--- config.mk ---
export PLATFORM = sky130hd
export DESIGN_NAME = pipe_ctrl
export DESIGN_NICKNAME = d
export VERILOG_FILES = /design/src/rtl/pipe_ctrl_pkg.sv /design/src/rtl/pipe_ctrl.sv
export SDC_FILE = /design/constraint.sdc
export NUM_CORES = 1
export LEC_CHECK = 0
export CORE_UTILIZATION = 41
export CTS_CLUSTER_SIZE = 25
export DETAILED_ROUTE_END_ITERATION = 12
export PLACE_DENSITY = 0.87
export SLEW_MARGIN = 5
export SYNTH_ARGS = -nofsm -noshare
export SYNTH_HDL_FRONTEND = slang
export SYNTH_SLANG_ARGS = --single-unit
export TNS_END_PERCENT = 20
--- constraint.sdc ---
create_clock -name clk -period 3.55 [get_ports clk]
set_input_delay 0.71 -clock clk [delete_from_list [all_inputs] [get_ports clk]]
set_output_delay 0.71 -clock clk [all_outputs]
set_load 0.02 [all_outputs]
--- src/rtl/pipe_ctrl_pkg.sv ---
// Shared pipeline-control definitions: hold-bus width and hold level codes.
package pipe_ctrl_pkg;

    localparam int unsigned HOLD_FLAG_BUS_W = 3;

    localparam logic [2:0] HOLD_NONE = 3'b000;
    localparam logic [2:0] HOLD_PC   = 3'b001;
    localparam logic [2:0] HOLD_IF   = 3'b010;
    localparam logic [2:0] HOLD_ID   = 3'b011;

endpackage

--- src/rtl/pipe_ctrl.sv ---
// Pipeline control: redirect muxing, hold-level arbitration, debug halt
// sequencing and a saturating stall-cycle counter.
module pipe_ctrl
    import pipe_ctrl_pkg::*;
#(
    parameter int unsigned HOLD_W      = HOLD_FLAG_BUS_W,
    parameter int unsigned ADDR_W      = 32,
    parameter int unsigned STALL_CNT_W = 32
) (
    input  logic              clk,
    input  logic              rst,
    input  logic              jump_flag_i,
    input  logic [ADDR_W-1:0] jump_addr_i,
    input  logic              hold_flag_ex_i,
    input  logic              div_busy_i,
    input  logic              rib_hold_flag_i,
    input  logic              jtag_halt_flag_i,
    input  logic              clint_hold_flag_i,
    input  logic              clint_int_assert_i,
    input  logic [ADDR_W-1:0] clint_int_addr_i,
    output logic [HOLD_W-1:0] hold_flag_o,
    output logic              jump_flag_o,
    output logic [ADDR_W-1:0] jump_addr_o,
    output logic              halted_o,
    output logic [31:0]       stall_cnt_o
);

    localparam logic [2:0] ST_RUN    = 3'd0;
    localparam logic [2:0] ST_FLUSH  = 3'd1;
    localparam logic [2:0] ST_DRAIN  = 3'd2;
    localparam logic [2:0] ST_HALT   = 3'd3;
    localparam logic [2:0] ST_RESUME = 3'd4;

    logic [2:0]             state;
    logic [2:0]             state_nxt;
    logic [STALL_CNT_W-1:0] stall_cnt;
    logic                   core_idle;

    always_comb begin
        jump_flag_o = jump_flag_i | clint_int_assert_i;
        if (clint_int_assert_i)
            jump_addr_o = clint_int_addr_i;
        else if (jump_flag_i)
            jump_addr_o = jump_addr_i;
        else
            jump_addr_o = '0;
    end

    always_comb begin
        if (jump_flag_o || hold_flag_ex_i || clint_hold_flag_i || state == ST_HALT)
            hold_flag_o = HOLD_W'(HOLD_ID);
        else if (state == ST_FLUSH || state == ST_RESUME)
            hold_flag_o = HOLD_W'(HOLD_IF);
        else if (rib_hold_flag_i || state == ST_DRAIN)
            hold_flag_o = HOLD_W'(HOLD_PC);
        else
            hold_flag_o = HOLD_W'(HOLD_NONE);
    end

    // Halt is only granted once nothing is in flight; a jump seen while
    // draining is flushed through hold_flag_o without leaving DRAIN.
    assign core_idle = !div_busy_i && !rib_hold_flag_i && !hold_flag_ex_i && !jump_flag_o;

    always_comb begin
        state_nxt = state;
        case (state)
            ST_RUN: begin
                if (jump_flag_o)
                    state_nxt = ST_FLUSH;
                else if (jtag_halt_flag_i)
                    state_nxt = ST_DRAIN;
            end
            ST_FLUSH:
                state_nxt = jtag_halt_flag_i ? ST_DRAIN : ST_RUN;
            ST_DRAIN: begin
                if (!jtag_halt_flag_i)
                    state_nxt = ST_RUN;
                else if (core_idle)
                    state_nxt = ST_HALT;
            end
            ST_HALT: begin
                if (!jtag_halt_flag_i)
                    state_nxt = ST_RESUME;
            end
            ST_RESUME:
                state_nxt = ST_RUN;
            default:
                state_nxt = ST_RUN;
        endcase
    end

    always_ff @(posedge clk or negedge rst) begin
        if (!rst)
            state <= ST_RUN;
        else
            state <= state_nxt;
    end

    always_ff @(posedge clk or negedge rst) begin
        if (!rst)
            stall_cnt <= '0;
        else if (hold_flag_o != HOLD_W'(HOLD_NONE) && state != ST_HALT && stall_cnt != '1)
            stall_cnt <= stall_cnt + 1'b1;
    end

    assign halted_o    = (state == ST_HALT);
    assign stall_cnt_o = 32'(stall_cnt);

endmodule

==> key figures, run 1 <==
Floorplan
  – Core area: 5510 um^2
  – Row cnt: 27
  – Die height: 77.4 um
  – Initial Utilization: 42.4%
  – Ports: 142
  – Die area: 5990 um^2
  – Die Wd: 77.4 um

Routing
  – Post-route DRC: 0
  – Initial DRC Count: 115
  – Vias: 2,399
  – Sum of routed wire length over all layers: 7290 um
  – Initial DRT Pass Iterations: 4
  – Routed len/inst: 16.8 um
  – Via/cell ratio: 5.53
  – ANT nets after route: 0

Power
  – Comb pwr share: 40.7%
  – Maximum vdd ir drop: 0.244 mV
  – Power share of the sequential group: 38.5%
  – Clk pwr share: 20.9%
  – Pleak: 1.57 nW
  – Internal power: 0.910 mW
  – Sw Ratio: 36.0%
  – Overall power: 1.42 mW
  – Power Density: 368 nW/um^2
  – Net Switching: 0.511 mW

Global routing
  – GRT met3 Usage: 7.29%
  – GRT busiest layer: met2
  – Pin count of the biggest net entering global routing: 36
  – Total Routing Usage GR: 25.5%
  – GRT met2 Usage: 45.2%
  – Global-route wire length before repair: 12,000 um
  – Met1 Use GR: 29.1%
  – Number of global-route vias before repair: 2,406
  – Initial antenna violation count: 0
  – GR Overflow Total: 0

Status
  – Status: finished, final reports clean

Yosys
  – Async set or reset register ratio after synthesis: 100%
  – Number of synthesized flops with an enable pin: 0
  – Synth Cell Area: 2330 um^2
  – Syn Area/Cell: 10.2 um^2
  – Part of the Yosys area used for sequential elements: 37.6%
  – Synthesized flop and latch total: 35
  – Synth cell types: 43
  – Share of the synthesized area in the top cell type: 37.6%
  – Dominant cells by area after synthesis: dfrtp_1 38%, a22o_1 12%, xnor2_1 11%, nand4_1 4.3%, nand3_2 3.0%
  – Syn Nets: 302
  – Ys flop type: dfrtp_1
  – Mapped Cells: 228
  – Yosys synthesis warning count: 0
  – Synth area leader: dfrtp_1

Critical path
  – CP bufs+invs: 2
  – Setup CP Type: in2out
  – Critical Path RT: 2.84 ns
  – Reg2Reg Depth: 6
  – Crit end category: primary output
  – CP cell instances: clkdlybuf4s50_1, or4_4, or2_2, clkdlybuf4s50_1
  – Worst Setup SP: jump_flag_i
  – Reg2reg setup slack: 1.14 ns
  – CP startpoint kind: primary input
  – CP peak stage delay: 0.57 ns
  – RR Startpoint: stall_cnt_o[0]$_DFFE_PN0P_
  – CP most frequent cell: clkdlybuf4s50_1
  – Critical-path cell with the highest stage delay: or4_4
  – Top cell family by delay on the critical path: buffers and inverters
  – Critical Path AT: 2.59 ns
  – Worst R2R End: stall_cnt_o[1]$_DFFE_PN0P_
  – CP max FO: 4

Timing
  – RSZ-0062 raised after global routing: no
  – Clk_skew: 0.00697 ns
  – Tcrit/Tclk final: 93.0%
  – Minimum clock period: 3.30 ns
  – Max Fclk: 303 MHz
  – Setup Viol. Count Final: 0
  – Setup TNS: 0 ns
  – Hold WS: 0.493 ns
  – Final hold vios: 0
  – Final Max Tran Viols: 0
  – Max transition margin: 58.1%
  – Worst-Margin Slew: 0.627 ns

Clocking
  – Num CTS Buffers: 5
  – # H-tree levels: 2
  – Clk pin slew, worst setup/hold paths: 0.07 ns
  – PostCTS Resize Cnt: 0
  – Hold_buf cts: 0
  – Skew-Pair Late Insertion Delay: 0.29 ns
  – CTS tree: done
  – CTS root buf: clkbuf_8
  – CTS Buffer Depth: 2
  – Clock sink count: 35
  – Post-CTS setup buffer count: 0

Hold path
  – HP Start: stall_cnt_o[31]$_DFFE_PN0P_
  – Hold Path Class: reg2reg
  – Hold Path Depth: 1
  – Hold path endpoint: stall_cnt_o[31]$_DFFE_PN0P_

Layout
  – # nets final: 436
  – Filler Cell Count: 411
  – Finished Layout Cells: 434
  – Layout cells sized above 1: 9.67%
  – Area grow syn2layout: 65.4%
  – Final instance area: 3860 um^2
  – Diodes inserted: 0

Job
  – Max-Cap Viols: 0

Placed design
  – Placed cell count: 427
  – Number of port buffers: 140
  – Placed wire-length estimate: 5820 um
  – Placed cell area: 3770 um^2
  – Routability cong.: 0.856
==> sequential cells by signal, indices dropped and copies added, names as in the netlist <==
name / count
state: 3
stall_cnt_o: 32
==> routing by layer <==
| metal | up-vias | share of wire [%] |
|---|---|---|
| met5 | - | 0 |
| met4 | 0 | 2.3 |
| met3 | 14 | 6.8 |
| met2 | 105 | 53 |
| met1 | 1154 | 38 |
| li1 | 1126 | - |
==> worst reg2reg max path: stages, from the launching register on <==
cell	delay (ns)
dfrtp_1	0.46
ha_1	0.26
nand3_1	0.21
nor4_4	0.41
nand4_4	0.38
nand2_1	0.24
mux2_1	0.34
==> cell type report <==
cell class / instances / area (um^2) / area share [%]
Clock buffer: 6 / 82.6 / 2.14
Clock inverter: 1 / 5.00 / 0.130
Inverter: 4 / 15.0 / 0.389
Multi-Input combinational cell: 172 / 1350 / 34.9
Sequential cell: 35 / 876 / 22.7
Tap cell: 72 / 90.1 / 2.34
Timing Repair Buffer: 144 / 1440 / 37.4
==> power groups by stage <==
| stage | clock, mW | combinational [mW] | sequential [mW] |
|---|---|---|---|
| detailed placement | 0 | 0.578 | 0.550 |
| global placement | 0 | 0.566 | 0.549 |
| CTS | 0.303 | 0.581 | 0.544 |
| global route | 0.319 | 0.621 | 0.555 |
| finish | 0.297 | 0.578 | 0.547 |
| floorplan | 0 | 0.288 | 0.566 |
==> worst max-delay path by stage <==
stage                           to  slack, ns  cells after the start
floorplan           hold_flag_o[0]       1.14                      3
global route        hold_flag_o[0]       0.19                      4
global placement    hold_flag_o[0]       0.26                      4
finish              hold_flag_o[0]       0.25                      4
CTS                 hold_flag_o[0]       0.25                      4
detailed placement  hold_flag_o[0]       0.25                      4
==> metrics by stage <==
step / setup slack [ns] / util [%]
2_1_floorplan: 1.14 / -
3_5_place_dp: 0.245 / 68.5
6_report: 0.247 / 70.1
3_3_place_gp: 0.258 / 68.5
5_1_grt: 0.192 / 70.1
4_1_cts: 0.247 / 70.1
==> synth_stat cells, types with 2 or more instances <==
| library cell | number |
|---|---|
| buf_6 | 4 |
| and3_1 | 9 |
| nand4_2 | 2 |
| nor3_1 | 2 |
| nor4_4 | 2 |
| inv_1 | 4 |
| nand4_1 | 16 |
| nor4_1 | 2 |
| nand3_2 | 7 |
| xnor2_1 | 28 |
| a21oi_1 | 3 |
| nand3_1 | 10 |
| o21ai_0 | 3 |
| clkbuf_1 | 11 |
| a22o_1 | 32 |
| nor2_1 | 8 |
| or2_2 | 2 |
| dfrtp_1 | 35 |
| nand4_4 | 2 |
| and4_1 | 7 |
| mux2i_1 | 2 |
| and3_2 | 3 |
| nand2_1 | 9 |
| nor2b_1 | 5 |
| or3_1 | 2 |
==> cell families after synthesis <==
family,synth area share [%]
xor gates and xnor gates,10.9
other,0.161
buffers and inverters,4.88
DFF,37.6
adders and majority gates,0.536
AOI/OAI and AO/OA,15.6
and+or+nand+nor,29.0
muxes,1.34
==> layout by cell type (no fill, tap or decap), types with 8 or more instances in the layout <==
cell,n
clkdlybuf4s50_1,140
dfrtp_1,35
a22o_1,32
xnor2_1,28
nand4_1,16
nand3_1,10
nand2_1,9
and3_1,9
nor2_1,8
Power figures use the tool's default switching activity.
==> run 2, diff against run 1 <==
--- a/config.mk
+++ b/config.mk
@@ -5,6 +5,7 @@
 export SDC_FILE = /design/constraint.sdc
 export NUM_CORES = 1
 export LEC_CHECK = 0
+export CAP_MARGIN = 20
 export CORE_UTILIZATION = 41
 export CTS_CLUSTER_SIZE = 25
 export DETAILED_ROUTE_END_ITERATION = 12
==> results of run 2 <==
No change in the layout: final DEF, timing and power equal those of run 1.
